==> src/rtl/pcs_rx_lock_ctrl_pkg.sv <==
// Shared constants and types for the per-lane receive block-lock controller.
// Holds the sync header codes, default thresholds and the lock FSM state type.
package pcs_rx_lock_ctrl_pkg;

  localparam logic [1:0] SYNC_HEAD_DATA = 2'b01;
  localparam logic [1:0] SYNC_HEAD_CTRL = 2'b10;

  localparam int HEAD_W_DEF       = 2;
  localparam int SH_CNT_MAX_DEF   = 64;
  localparam int SH_INVLD_MAX_DEF = 16;
  localparam int SLIP_WAIT_N_DEF  = 4;

  typedef enum logic {
    LOCK_TEST      = 1'b0,
    LOCK_SLIP_WAIT = 1'b1
  } lock_state_e;

  // Only the two transition codes are legal; 00 and 11 indicate misalignment.
  function automatic logic sync_head_valid(input logic [1:0] head);
    return (head == SYNC_HEAD_DATA) || (head == SYNC_HEAD_CTRL);
  endfunction

endpackage

==> src/rtl/pcs_rx_lock_ctrl.sv <==
// Per-lane block-lock FSM: evaluates 66b sync headers in fixed windows,
// declares lock and pulses a one-bit gearbox slip on misalignment.
//
// state          | meaning
// LOCK_TEST      | headers counted into the current window, lock decisions made
// LOCK_SLIP_WAIT | gearbox settling after a slip, valid blocks ignored
module pcs_rx_lock_ctrl
  import pcs_rx_lock_ctrl_pkg::*;
#(
  parameter int HEAD_W       = HEAD_W_DEF,
  parameter int SH_CNT_MAX   = SH_CNT_MAX_DEF,
  parameter int SH_INVLD_MAX = SH_INVLD_MAX_DEF,
  parameter int SLIP_WAIT_N  = SLIP_WAIT_N_DEF
) (
  input  logic              clk,
  input  logic              nreset,
  input  logic              serdes_v_i,
  input  logic [HEAD_W-1:0] serdes_head_i,
  output logic              gearbox_slip_o,
  output logic              lock_v_o,
  output logic              lock_lost_o
);

  localparam int SH_CNT_W    = $clog2(SH_CNT_MAX + 1);
  localparam int SH_INVLD_W  = $clog2(SH_INVLD_MAX + 1);
  localparam int SLIP_WAIT_W = $clog2(SLIP_WAIT_N + 1);

  localparam logic [SH_CNT_W-1:0]    SH_CNT_TC   = SH_CNT_MAX[SH_CNT_W-1:0];
  localparam logic [SH_INVLD_W-1:0]  SH_INVLD_TC = SH_INVLD_MAX[SH_INVLD_W-1:0];
  localparam logic [SLIP_WAIT_W-1:0] SLIP_LOAD   = SLIP_WAIT_N[SLIP_WAIT_W-1:0];
  localparam logic [SLIP_WAIT_W-1:0] SLIP_ONE    = {{(SLIP_WAIT_W-1){1'b0}}, 1'b1};

  lock_state_e             state_q;
  logic [SH_CNT_W-1:0]     sh_cnt_q,     sh_cnt_d;
  logic [SH_INVLD_W-1:0]   sh_invld_q,   sh_invld_d;
  logic [SLIP_WAIT_W-1:0]  slip_wait_q;
  logic                    slip_q, lock_q, lost_q;
  logic                    head_bad;
  logic                    do_slip;
  logic                    win_end;

  always_comb begin
    head_bad   = !sync_head_valid(serdes_head_i);
    sh_cnt_d   = sh_cnt_q + 1'b1;
    sh_invld_d = sh_invld_q + {{(SH_INVLD_W-1){1'b0}}, head_bad};
    // Unlocked: any bad header slips; locked: only when the window's bad-count hits the limit.
    do_slip    = head_bad && (!lock_q || (sh_invld_d == SH_INVLD_TC));
    win_end    = (sh_cnt_d == SH_CNT_TC);
  end

  always_ff @(posedge clk or negedge nreset) begin
    if (!nreset) begin
      state_q     <= LOCK_TEST;
      sh_cnt_q    <= '0;
      sh_invld_q  <= '0;
      slip_wait_q <= '0;
      slip_q      <= 1'b0;
      lock_q      <= 1'b0;
      lost_q      <= 1'b0;
    end else begin
      slip_q <= 1'b0;
      lost_q <= 1'b0;
      if (serdes_v_i) begin
        case (state_q)
          LOCK_TEST: begin
            if (do_slip) begin
              slip_q      <= 1'b1;
              lost_q      <= lock_q;
              lock_q      <= 1'b0;
              sh_cnt_q    <= '0;
              sh_invld_q  <= '0;
              slip_wait_q <= SLIP_LOAD;
              state_q     <= LOCK_SLIP_WAIT;
            end else if (win_end) begin
              if (sh_invld_d == '0) begin
                lock_q <= 1'b1;
              end
              sh_cnt_q   <= '0;
              sh_invld_q <= '0;
            end else begin
              sh_cnt_q   <= sh_cnt_d;
              sh_invld_q <= sh_invld_d;
            end
          end
          LOCK_SLIP_WAIT: begin
            if (slip_wait_q <= SLIP_ONE) begin
              slip_wait_q <= '0;
              state_q     <= LOCK_TEST;
            end else begin
              slip_wait_q <= slip_wait_q - 1'b1;
            end
          end
          default: state_q <= LOCK_TEST;
        endcase
      end
    end
  end

  assign gearbox_slip_o = slip_q;
  assign lock_v_o       = lock_q;
  assign lock_lost_o    = lost_q;

endmodule
==> config.mk <==
export PLATFORM = sky130hd
export DESIGN_NAME = pcs_rx_lock_ctrl
export DESIGN_NICKNAME = d
export VERILOG_FILES = /design/src/rtl/pcs_rx_lock_ctrl_pkg.sv /design/src/rtl/pcs_rx_lock_ctrl.sv
export SDC_FILE = /design/constraint.sdc
export NUM_CORES = 1
export LEC_CHECK = 0
export ABC_AREA = 1
export BUFFER_PORTS_ARGS = -buffer_cell sky130_fd_sc_hd__buf_4
export CORE_ASPECT_RATIO = 0.9
export CORE_MARGIN = 3
export CORE_UTILIZATION = 58
export CTS_CLUSTER_SIZE = 8
export DETAILED_ROUTE_END_ITERATION = 8
export PLACE_DENSITY_LB_ADDON = 0.1
export SYNTH_ARGS = -nofsm -noshare
export SYNTH_HDL_FRONTEND = slang
export SYNTH_SLANG_ARGS = --single-unit
export TNS_END_PERCENT = 30
==> constraint.sdc <==
create_clock -name clk -period 1.9 [get_ports clk]
set_input_delay 0.38 -clock clk [delete_from_list [all_inputs] [get_ports clk]]
set_output_delay 0.38 -clock clk [all_outputs]
set_load 0.01 [all_outputs]
Word-level counts from Yosys, hierarchy flattened
Index checks and enable logic that the tools add are counted.

Input bits: 5. Output and inout bits: 3. Latch bits: 0. RAM bits: 0. Register bits: 19. Memory bits (read-only): 0. Word-level logic and storage cells: 46. Memories: 0.

Add/subtract/negate cells: 3. Magnitude comparators: 1. Bitwise gates (word level): 1. Divide/modulo/power cells: 0. Multipliers: 0. Reductions and logical operators: 11. Equality and inequality tests: 5. Shift operators: 0. Multiplexer cells: 18.

Operators with widths (number): 2-to-1 mux 7 bit (2); 2-to-1 mux 1 bit (10); 2-to-1 mux 5 bit (2); adder 7 x 1 -> 7 bit, second input constant (1); equality test 7 bit, second input constant (1); 2-to-1 mux 3 bit (2); case mux 3 bit (2 select lines) (1); adder 5 x 1 -> 5 bit (1); equality test 5 bit, second input constant (1); zero test 5 bit (1); AND reduction 2 bit (2); AND reduction 4 bit (1); nonzero test 2 bit (2); <= comparator 3 x 1 -> 1 bit, second input constant (1); subtractor 3 x 1 -> 3 bit, second input constant (1); equality test 2 x 1 -> 1 bit, second input constant (1); equality test 2 bit, second input constant (1); zero test 1 bit (2); logical OR 1 bit (2); != test 2 bit, second input constant (1); case mux 1 bit (2 select lines) (1); logical AND 1 bit (1); inverter 1 bit (1).

Logic depth before layout (Yosys ltp)
Gate-level depths: netlist (run 1).

Word-level depth: 10. Depth in mapped cells: 14. Gate-level depth less buffers: 14.

Least setup slack after synthesis (run 1)
OpenSTA, ideal clock, no wires.

Path kind: input to register. From: in serdes_head_i[1]. To: reg sh_cnt_q[4]. Path buffers: 1. Arrival: 1.727 ns. Library setup time: 0.121 ns. Path slack: 0.052 ns. Stages on the path: 12. Data required time: 1.779 ns. Path through: xnor2_1 -> ha_1 -> ha_1 -> inv_1 -> nand2_1 -> nor2_2 -> nand3_1 -> nand2_1 -> nand2_1 -> buf_6 -> nand3b_1 -> o21ai_1.

Longest elaborated chain between the ends: 8. Elaborated cells on any way between the ends: 9. Those cells by class: add/sub: 1; eq/ne: 3; mux: 1; reduce/logical: 4.

Ends and longest elaborated chain: start, declared (line pcs_rx_lock_ctrl.sv:18) `input logic [HEAD_W-1:0] serdes_head_i,`; equality test 2 x 1 -> 1 bit or equality test 2 bit (tied branches) (line pcs_rx_lock_ctrl_pkg.sv:20) `return (head == SYNC_HEAD_DATA) || (head == SYNC_HEAD_CTRL);`; logical OR 1 bit (*) (line pcs_rx_lock_ctrl_pkg.sv:20); zero test 1 bit (*) (line pcs_rx_lock_ctrl.sv:43) `head_bad = !sync_head_valid(serdes_head_i);`; adder 5 x 1 -> 5 bit (line pcs_rx_lock_ctrl.sv:45) `sh_invld_d = sh_invld_q + {{(SH_INVLD_W-1){1'b0}}, head_bad};`; equality test 5 bit (line pcs_rx_lock_ctrl.sv:47) `do_slip = head_bad && (!lock_q || (sh_invld_d == SH_INVLD_TC));`; logical OR 1 bit (line pcs_rx_lock_ctrl.sv:47); logical AND 1 bit (*) (line pcs_rx_lock_ctrl.sv:47); 2-to-1 mux 7 bit (*) (line pcs_rx_lock_ctrl.sv:66) `if (do_slip) begin`; end signal, assigned (line pcs_rx_lock_ctrl.sv:81) `sh_cnt_q <= sh_cnt_d;`; end, declared (line pcs_rx_lock_ctrl.sv:34) `logic [SH_CNT_W-1:0] sh_cnt_q, sh_cnt_d;`.

Every way passes the cells marked *; elsewhere a longest branch is shown, timed or not. A chain may end at the register's enable or synchronous reset.

Worst setup path in the final report (run 1)
From: in serdes_head_i[1]. To: reg sh_invld_q[4].

Longest elaborated chain between the ends: 8. Elaborated cells on any way between the ends: 10. Those cells by class: add/sub: 1; eq/ne: 3; mux: 2; reduce/logical: 4.

Ends and longest elaborated chain: equality test 2 x 1 -> 1 bit or equality test 2 bit (tied branches) (line pcs_rx_lock_ctrl_pkg.sv:20); logical OR 1 bit (*) (line pcs_rx_lock_ctrl_pkg.sv:20); zero test 1 bit (*) (line pcs_rx_lock_ctrl.sv:43); adder 5 x 1 -> 5 bit (line pcs_rx_lock_ctrl.sv:45); equality test 5 bit (line pcs_rx_lock_ctrl.sv:47); logical OR 1 bit (line pcs_rx_lock_ctrl.sv:47); logical AND 1 bit (line pcs_rx_lock_ctrl.sv:47); 2-to-1 mux 5 bit (*) (line pcs_rx_lock_ctrl.sv:66); end signal, assigned (line pcs_rx_lock_ctrl.sv:82) `sh_invld_q <= sh_invld_d;`; end, declared (line pcs_rx_lock_ctrl.sv:35) `logic [SH_INVLD_W-1:0] sh_invld_q, sh_invld_d;`.

Marked as above.

==> summary.txt, run 1 <==
Status = completed
Global route total overflow = 0
Die span in x = 52.01 um
H-tree Lvls = 1
Crit path top cell by count = nand2_1
Fin area = 0.001254 mm2
Filler cells = 128
Layout Area Growth over Synthesis = 13.48%
IO Pins = 8
Yosys cell types = 20
CP Class = in2reg
Post-synthesis register bit count = 19
Hold path depth = 2
Antenna violations before repair = 0
DIE AREA = 0.002465 mm2
Cell Area, Synth = 0.001105 mm2
1st-pass router iterations = 4
Vias per cell = 5.188
CP Data Required Time = 2090 ps
WL/cell = 11.22 um
Post-DP HPWL = 1.525 mm
PD cells = 1251 mW/mm2
Worst-case reg-to-reg path depth = 12
CP endpoint kind = flip-flop
Final Setup Violations = 0
Achievable Freq = 562.1 MHz
Synth area leader = dfrtp_1
Synth warnings = 0
Startpoint Class = input pin
FF-to-FF End = sh_invld_q[4]$_DFFE_PN0P_
Worst-Skew Late Latency = 300 ps
Final period utilization = 93.63%
Max Slew Vio Count = 0
CTS buffer count = 3
HP Class = in2reg
Skew final = 3.283 ps
Slew headroom = 77.45%
PortBufs = 7
Peak supply drop = 0.8533 mV
Post-synthesis net count = 158
Ant diodes = 0
Largest net degree at the start of global routing = 20
Most common cell after layout, fill and taps aside = nand2_1
Most frequent cells in the layout = nand2_1, inv_1, nand3_1, dfrtp_1, buf_4
CP max FO = 6
Final min period = 1779 ps
CTS Root Cell = clkbuf_4
Largest cells by area after synthesis = dfrtp_1, nand2_1, nand3_1, inv_1, ha_1
Max Cap Viol = 0
Worst Min Path Start = serdes_v_i
Register area share after synthesis = 43.04%
Hold EP = state_q$_DFFE_PN0P_
WL final = 2.087 mm
Post-synth top area share = 43.04%
Critical path origin = serdes_head_i[1]
Die Ht = 47.41 um
Mapped Cells = 148
Flop-to-flop setup slack = 140 ps
Longest Clk Path Bufs = 2
Vias in the first global route = 832
CTS tree = built
Rows = 14
Worst-Margin Slew = 337.9 ps
Reg-to-reg critical path startpoint = sh_invld_q[0]$_DFFE_PN0P_
Layout cell share with drive strength beyond 1 = 14.81%
First-pass GRT wire length = 3.429 mm
Syn avg cell area = 7.465 um2
Worst-path cell chain = buf_4 > xnor2_2 > ha_2 > ha_2 > inv_1 > nand2_1 > nand2_1 > nor2_2 > nand3_1 > nand2_1 > nand2_1 > buf_4 > nand3_1 > o21ai_1
Critical path arrival = 1970 ps
Slowest cell on crit path = ha_2
Core region area = 0.001734 mm2
Initial Util = 63.71%
Gr usage total = 18.81%
Nets = 173
Final GP Congestion = 0.9365
Detail Route Antenna Nets = 0
Pre-CTS WS = -152.4 ps
Sink Count = 19
Final Hold Viols = 0
Clock slew at reported path FFs = 110 ps
Total power = 1568 uW
DRC Markers = 0
Leakage = 0.0006834 uW
Crit-path max cell delay = 200 ps
Placed cell area = 0.001204 mm2
DRC marker count from the first detailed-route iteration = 26
Routed via count = 965
PnR worst setup slack = 121.0 ps
worst max-delay path by stage:
stage,end,depth (start not counted)
2_1_floorplan,sh_cnt_q[4]$_DFFE_PN0P_,12
3_3_place_gp,sh_cnt_q[6]$_DFFE_PN0P_,13
3_5_place_dp,sh_invld_q[4]$_DFFE_PN0P_,14
4_1_cts,sh_invld_q[4]$_DFFE_PN0P_,11
5_1_grt,slip_wait_q[1]$_DFFE_PN0P_,15
6_report,sh_invld_q[4]$_DFFE_PN0P_,14
critical path: cells and delay by family:
family,cells,cell delay (ps)
AOI/OAI and AO/OA,1,70
and+or+nand+nor,7,600
buffers and inverters,3,340
adders and majority gates,2,400
xor gates and xnor gates,1,170
power by group:
part	switching (uW)	internal, uW	total, uW
clock network	123	78.4	201
logic	394	268	662
registers	153	551	705
total	670	898	1570
layout make-up:
cell class	instances	area (um2)	share of cell area, %
Timing Repair Buffer	13	100.1	7.984
Sequential cell	19	475.5	37.92
Multi-Input combinational cell	105	541.8	43.21
Tap cell	24	30.03	2.395
Clock buffer	3	22.52	1.796
Inverter	21	78.83	6.287
Clock inverter	1	5.005	0.3992
metal layers:
layer / routed length (um) / GRT usage [%]
met1: 976 / 24.01
met5: 0 / 0
met4: 52 / 7.853
met3: 81 / 1.905
met2: 977 / 33.08
per-stage QoR:
stage,hold WS [ps],TNS [ps],std cells,util [%]
after floorplan,84.41,0,148,-
final,306.5,0,186,72.29
after CTS,305.4,0,186,71.57
after detailed placement,263.4,-1945,181,69.41
after global routing,311.6,-10.49,186,72.29
after global placement,263.8,-921.5,181,69.41
sequential cells by signal (all words and copies together) (netlist names):
signal / flops
sh_invld_q: 5
lock_lost_o: 1
state_q: 1
sh_cnt_q: 7
gearbox_slip_o: 1
slip_wait_q: 3
lock_v_o: 1
Yosys cell counts:
master and count:
inv_2 2, dfrtp_1 19, inv_1 19, nand2_2 1, buf_2 2, nand2_1 45, o21bai_1 1, a21oi_1 3
nand3_1 19, buf_6 1, o21ai_0 1, xor2_1 3, nand4_1 4, xnor2_1 1, o211ai_1 1, nor2_2 2
ha_1 5, nor2_1 11, nand3b_1 3, o21ai_1 5
timing repair:
item                       CTS  global route
hold buffers                 1             0
hold endpoints to repair    19             0
setup buffers                0             0
setup endpoints to repair    0            10
gates resized for setup      0             3
cells by family (layout without fill, tap and decap cells):
kind of cell | after synthesis | in the layout | synth area share [%]
DFF | 19 | 19 | 43.04
adders and majority gates | 5 | 5 | 5.663
AOI/OAI and AO/OA | 11 | 11 | 5.435
and+or+nand+nor | 85 | 85 | 33.63
xor gates and xnor gates | 4 | 4 | 3.172
buffers and inverters | 24 | 38 | 9.060
Power figures use the tool's default switching activity.
==> run 2: changes to the inputs <==
Settings changed: CORE_UTILIZATION 58 to 60, SETUP_SLACK_MARGIN from default to 0.4.
Clock period 1.9 ns to 2.3 ns, I/O delays scaled along.
==> run 2 against run 1 <==
  * Largest power group unchanged
  * Combinational power shrank 16%
  * Sequential share of layout area rose by 0.076 points
  * Critical endpoint is now sh_invld_q[0]$_DFFE_PN0P_
  * Register-to-register slack better by 470 ps
  * First-iteration DRC count increased by 23%
  * Largest cell class unchanged
  * Clock power down 17%
==> summary.txt, run 2 (synthesis results as in run 1) <==
Antenna violations before repair = 0 (unchanged)
Filler cells = 130 (+1.6%)
Sink Count = 19 (unchanged)
Die span in x = 51.23 um (-1.5%)
GR peak layer = met2
Reg-to-reg critical path startpoint = sh_invld_q[0]$_DFFE_PN0P_
Peak supply drop = 0.6697 mV (-22%)
CTS buffer count = 3 (unchanged)
Crit-path max cell delay = 200 ps (about the same)
Final cell count without fillers = 182 (-2.2%)
CP endpoint kind = flip-flop
# hold bufs at CTS = 0 (-1)
First-pass GRT wire length = 3.525 mm (+2.8%)
Critical path arrival = 1960 ps (about the same)
Critical path origin = serdes_head_i[1]
Max Slew Vio Count = 0 (unchanged)
DP Cell Count = 178 (-1.7%)
IO Pins = 8 (unchanged)
Core region area = 0.001699 mm2 (-2.0%)
DIE AREA = 0.002393 mm2 (-2.9%)
Most common cell after layout, fill and taps aside = nand2_1
DRC marker count from the first detailed-route iteration = 32 (+23%)
Initial Util = 65.02% (+1.3 points)
Global-route met2 utilization = 32.39% (-0.69 points)
Rows = 14 (unchanged)
Max Cap Viol = 0 (unchanged)
Leakage = 0.0006649 uW (-2.7%)
Setup Fix Bufs, Post-CTS = 0 (unchanged)
Layout Area Growth over Synthesis = 13.25%
Clock slew at reported path FFs = 110 ps (about the same)
Resized cells post-CTS = 0 (unchanged)
CP Class = in2reg
Nets = 169 (-2.3%)
Most flops, register = sh_cnt_q
HP Class = in2async
PortBufs = 7 (unchanged)
Flop-to-flop setup slack = 610 ps (+470 ps)
Max FFs per register = 7 (unchanged)
PD cells = 1045 mW/mm2 (-16%)
Vias in the first global route = 858 (+3.1%)
Largest regs = sh_cnt_q x7, sh_invld_q x5, slip_wait_q x3
WL final = 2.129 mm (+2.0%)
Achievable Freq = 565.9 MHz
Worst-Margin Slew = 338.8 ps (+0.9018 ps)
Total negative slack = 0 ps (unchanged)
CP Data Required Time = 2490 ps (+400 ps)
Die Ht = 46.71 um (-1.5%)
Register area = 475.5 um2 (unchanged)
Gr usage total = 19.93% (+1.1 points)
Post-DP HPWL = 1.603 mm (+5.2%)
Routed via count = 951 (-1.5%)
H-tree Lvls = 1 (unchanged)
Slowest cell on crit path = xnor2_4
DRC Markers = 0 (unchanged)
Largest net degree at the start of global routing = 20 (unchanged)
Slew headroom = 77.39% (about the same)
CP max FO = 10 (+4)
Final min period = 1767 ps
Global route total overflow = 0 (unchanged)
Detail Route Antenna Nets = 0 (unchanged)
CTS tree = built
CTS Root Cell = clkbuf_4
Worst-case reg-to-reg path depth = 11 (-1)
Final period utilization = 76.83%
Vias per cell = 5.225 (+0.72%)
Final Hold Viols = 0 (unchanged)
Final Setup Violations = 0 (unchanged)
Routing usage on met3 = 3.236% (+1.3 points)
Layout cell share with drive strength beyond 1 = 12.66% (-2.2 points)
WL/cell = 11.70 um (+4.3%)
Startpoint Class = input pin
Final GP Congestion = 0.9148 (-2.3%)
Ant diodes = 0 (unchanged)
Crit path top cell by count = nand2_1
Worst-path cell chain = buf_4 > xnor2_4 > ha_4 > ha_4 > inv_1 > nand2_1 > nand2_1 > nor2_2 > nand3_1 > nand2_1 > nand2_1 > buf_4 > nand3_1 > nand2_1
1st-pass router iterations = 4 (unchanged)
Met1 Use GR = 26.57% (+2.6 points)
Longest Clk Path Bufs = 2 (unchanged)
Worst-Skew Late Latency = 290 ps (about the same)
Most frequent cells in the layout = nand2_1, inv_1, nand3_1, dfrtp_1, nor2_1
Multi-input logic area = 573.1 um2 (+5.8%)
Skew final = 2.643 ps (-0.6401 ps)
FF-to-FF End = sh_invld_q[0]$_DFFE_PN0P_
RSZ-0062 raised after global routing = no
Status = completed
## run 2: stage by stage
stage | setup slack [ps] | power (uW) | instance area, um2 | hold WS (ps) | util (%)
finish | 532.8 | 1308 | 1251 | 17.38 | 73.64
global placement | 180.6 | 1086 | 1191 | 343.9 | 70.10
CTS | 445.7 | 1288 | 1217 | 16.87 | 71.65
global route | 390.9 | 1441 | 1251 | 15.58 | 73.64
floorplan | 432.2 | 982.8 | 1115 | 164.4 | -
detailed placement | 128.3 | 1118 | 1191 | 344.2 | 70.10
## run 2: metal layers
layer | wire length [um] | vias to the layer above
met3 | 74 | 4
li1 | - | 492
met1 | 1002 | 437
met5 | 0 | -
met2 | 1024 | 18
met4 | 27 | 0
## run 2: worst max-delay path, delay by kind of cell
| kind | cells | cell delay, ps |
|---|---|---|
| adder cells (fa/ha/maj) | 2 | 320 |
| XOR/XNOR | 1 | 200 |
| buffers and inverters | 3 | 350 |
| AND/OR/NAND/NOR | 8 | 620 |
## run 2: power by group
group          total, uW  internal [uW]  switching [uW]
Sequential           587            455             132
Clock                167           67.5            99.7
Combinational        553            223             330
## run 2: area by class of cell
class / count / share of cell area, %
repair buffers: 9 / 5.400
inverters: 21 / 6.300
multi-input cells: 105 / 45.80
flip-flops and latches: 19 / 38.00
clock buffers: 4 / 2.100
well taps: 24 / 2.400
## run 2: worst max-delay path by stage
stage	to	slack (ps)	cells after the start
floorplan	sh_cnt_q[4]$_DFFE_PN0P_	430	12
global placement	sh_invld_q[3]$_DFFE_PN0P_	180	13
detailed placement	sh_invld_q[0]$_DFFE_PN0P_	130	14
CTS	sh_invld_q[0]$_DFFE_PN0P_	450	14
global route	sh_invld_q[0]$_DFFE_PN0P_	390	14
finish	sh_invld_q[0]$_DFFE_PN0P_	530	14
==> run 3: changes to the inputs <==
Settings changed: CORE_UTILIZATION 60 to 58.
Clock period 2.3 ns to 1.65 ns, I/O delays scaled along.
==> run 3 against run 2 <==
  * The flow now finishes with violations (setup timing)
  * Largest power group is now combinational logic
  * Worst hold slack better by 250 ps
  * Via count is 14% higher
  * Flip-flop and latch count stayed put
  * Global-route usage is 2.5 points higher
  * Power is 74% higher
  * Critical path depth is 5 lower
  * Highest routed layer unchanged
  * Clock-buffer cell count is 1 lower
  * Final area is 17% higher
  * Critical endpoint is now sh_invld_q[4]$_DFFE_PN0P_
  * Non-clock buffer count is 11 higher
==> summary.txt, run 3 (synthesis results as in run 1) <==
Global route total overflow = 0 (unchanged)
Largest regs = sh_cnt_q x7, sh_invld_q x5, slip_wait_q x3
Slowest cell on crit path = dfrtp_1
Worst-case reg-to-reg path depth = 9 (-2)
Initial Util = 63.71% (-1.3 points)
FF-to-FF End = sh_invld_q[4]$_DFFE_PN0P_
Startpoint Class = flip-flop
RSZ-0062 raised after global routing = yes
Most common cell after layout, fill and taps aside = nand2_1
Post-DP HPWL = 1.727 mm (+7.7%)
Total power = 2281 uW (+74%)
IO Pins = 8 (unchanged)
Leakage = 0.0007550 uW (+14%)
Flop-to-flop setup slack = -120 ps (-730 ps)
Gr usage total = 22.40% (+2.5 points)
Total negative slack = -599.2 ps (-599.2 ps)
Nets = 180 (+6.5%)
Final period utilization = 107.3%
Detail Route Antenna Nets = 0 (unchanged)
Die span in x = 52.01 um (+1.5%)
Hold path depth = 2
Crit path top cell by count = buf_4
CP Class = reg2reg
Max FFs per register = 7 (unchanged)
Worst Path Buf+Inv = 2 (-1)
Sink Count = 19 (unchanged)
CTS buffer count = 3 (unchanged)
Reg-to-reg critical path startpoint = sh_cnt_q[0]$_DFFE_PN0P_
Most frequent cells in the layout = nand2_1, dfrtp_1, inv_1, buf_4, nand3_1
First-pass GRT wire length = 3.995 mm (+13%)
CP top delay family = simple AND/OR/NAND/NOR gates
Core region area = 0.001734 mm2 (+2.1%)
Status = finished, violations left
Routed via count = 1085 (+14%)
Largest net degree at the start of global routing = 20 (unchanged)
Layout Area Growth over Synthesis = 32.73%
Skew final = 20.88 ps (+18.24 ps)
PnR worst setup slack = -120.7 ps (-653.5 ps)
Vias per cell = 5.622 (+7.6%)
Layout cell share with drive strength beyond 1 = 31.36% (+19 points)
H-tree Lvls = 1 (unchanged)
Worst Min Path Start = serdes_v_i
HP Class = in2reg
DRC marker count from the first detailed-route iteration = 31 (-3.1%)
Most flops, register = sh_cnt_q
Slew headroom = 75.91% (-1.5 points)
WL final = 2.831 mm (+33%)
Max Slew Vio Count = 0 (unchanged)
Max Cap Viol = 0 (unchanged)
Crit-path max cell delay = 390 ps (+190 ps)
Antenna violations before repair = 0 (unchanged)
CP endpoint kind = flip-flop
PortBufs = 7 (unchanged)
Clock slew at reported path FFs = 120 ps (about the same)
Final GP Congestion = 0.8452 (-7.6%)
CTS tree = built
Final min period = 1771 ps
Final Hold Viols = 0 (unchanged)
Failing checks = setup timing
WL/cell = 14.67 um (+25%)
DRC Markers = 0 (unchanged)
Critical path arrival = 1990 ps (+30 ps)
Hold EP = state_q$_DFFE_PN0P_
PD cells = 1555 mW/mm2 (+49%)
Peak supply drop = 1.146 mV (+71%)
DIE AREA = 0.002465 mm2 (+3.0%)
Worst-Skew Late Latency = 320 ps (+30 ps)
Worst-path cell chain = buf_4 > buf_4 > nand3_1 > nor2_1 > xor2_1 > nor2_4 > nand2_4 > nand3_2 > o21ai_1
Ant diodes = 0 (unchanged)
Vias in the first global route = 1000 (+17%)
Die Ht = 47.41 um (+1.5%)
Longest Clk Path Bufs = 2 (unchanged)
Rows = 14 (unchanged)
CP max FO = 7 (-3)
Final Setup Violations = 15 (+15)
CTS Root Cell = clkbuf_4
CP Data Required Time = 1870 ps (-620 ps)
Worst hold margin = 268.4 ps (+251.0 ps)
Worst-Margin Slew = 360.1 ps (+21.34 ps)
1st-pass router iterations = 4 (unchanged)
Achievable Freq = 564.8 MHz
run 3: where the power goes:
group,switching (uW),internal (uW)
clock network,156,90.8
logic,687,536
registers,176,635
run 3: metal layers:
| metal | GRT usage [%] | vias to the layer above | share of wire (%) |
|---|---|---|---|
| met2 | 43.11 | 33 | 52 |
| met4 | 6.283 | 0 | 4.2 |
| met1 | 24.65 | 521 | 39 |
| met3 | 5.714 | 12 | 4.9 |
| li1 | - | 519 | - |
| met5 | 0 | - | 0 |
run 3: worst max path at each step:
stage / cells past startpoint / slack, ps / to / start
finish: 9 / -120 / sh_invld_q[4]$_DFFE_PN0P_ / sh_cnt_q[0]$_DFFE_PN0P_
CTS: 11 / -70 / sh_cnt_q[6]$_DFFE_PN0P_ / sh_invld_q[0]$_DFFE_PN0P_
global route: 9 / -250 / sh_invld_q[4]$_DFFE_PN0P_ / sh_cnt_q[0]$_DFFE_PN0P_
floorplan: 13 / -1 / sh_cnt_q[4]$_DFFE_PN0P_ / serdes_head_i[0]
detailed placement: 14 / -340 / sh_invld_q[3]$_DFFE_PN0P_ / serdes_head_i[0]
global placement: 14 / -220 / sh_invld_q[2]$_DFFE_PN0P_ / serdes_head_i[0]
run 3: cell type report:
class	instances	area, um2
repair buffers	20	167.7
well taps	24	30.03
fillers	86	267.8
flip-flops and latches	19	475.5
inverters	21	81.33
clock buffers	3	22.52
multi-input cells	105	684.4
clock inverters	1	5.005
run 3: through the flow:
| stage | std cells | cell area (um2) | utilization, % | setup slack, ps |
|---|---|---|---|---|
| final | 193 | 1466 | 84.56 | -120.7 |
| after CTS | 191 | 1358 | 78.28 | -68.48 |
| after global routing | 193 | 1466 | 84.56 | -252.3 |
| after global placement | 182 | 1257 | 72.51 | -218.9 |
| after floorplan | 148 | 1151 | - | -1.042 |
| after detailed placement | 182 | 1257 | 72.51 | -336.7 |
run 3: timing repair:
item                                    CTS  global route
endpoints found under the setup margin   19            20
hold buffers                              1             0
setup buffers                             4             2
pin swaps                                 6            13
gates resized for setup                   9            23
endpoints found under the hold margin    19             0
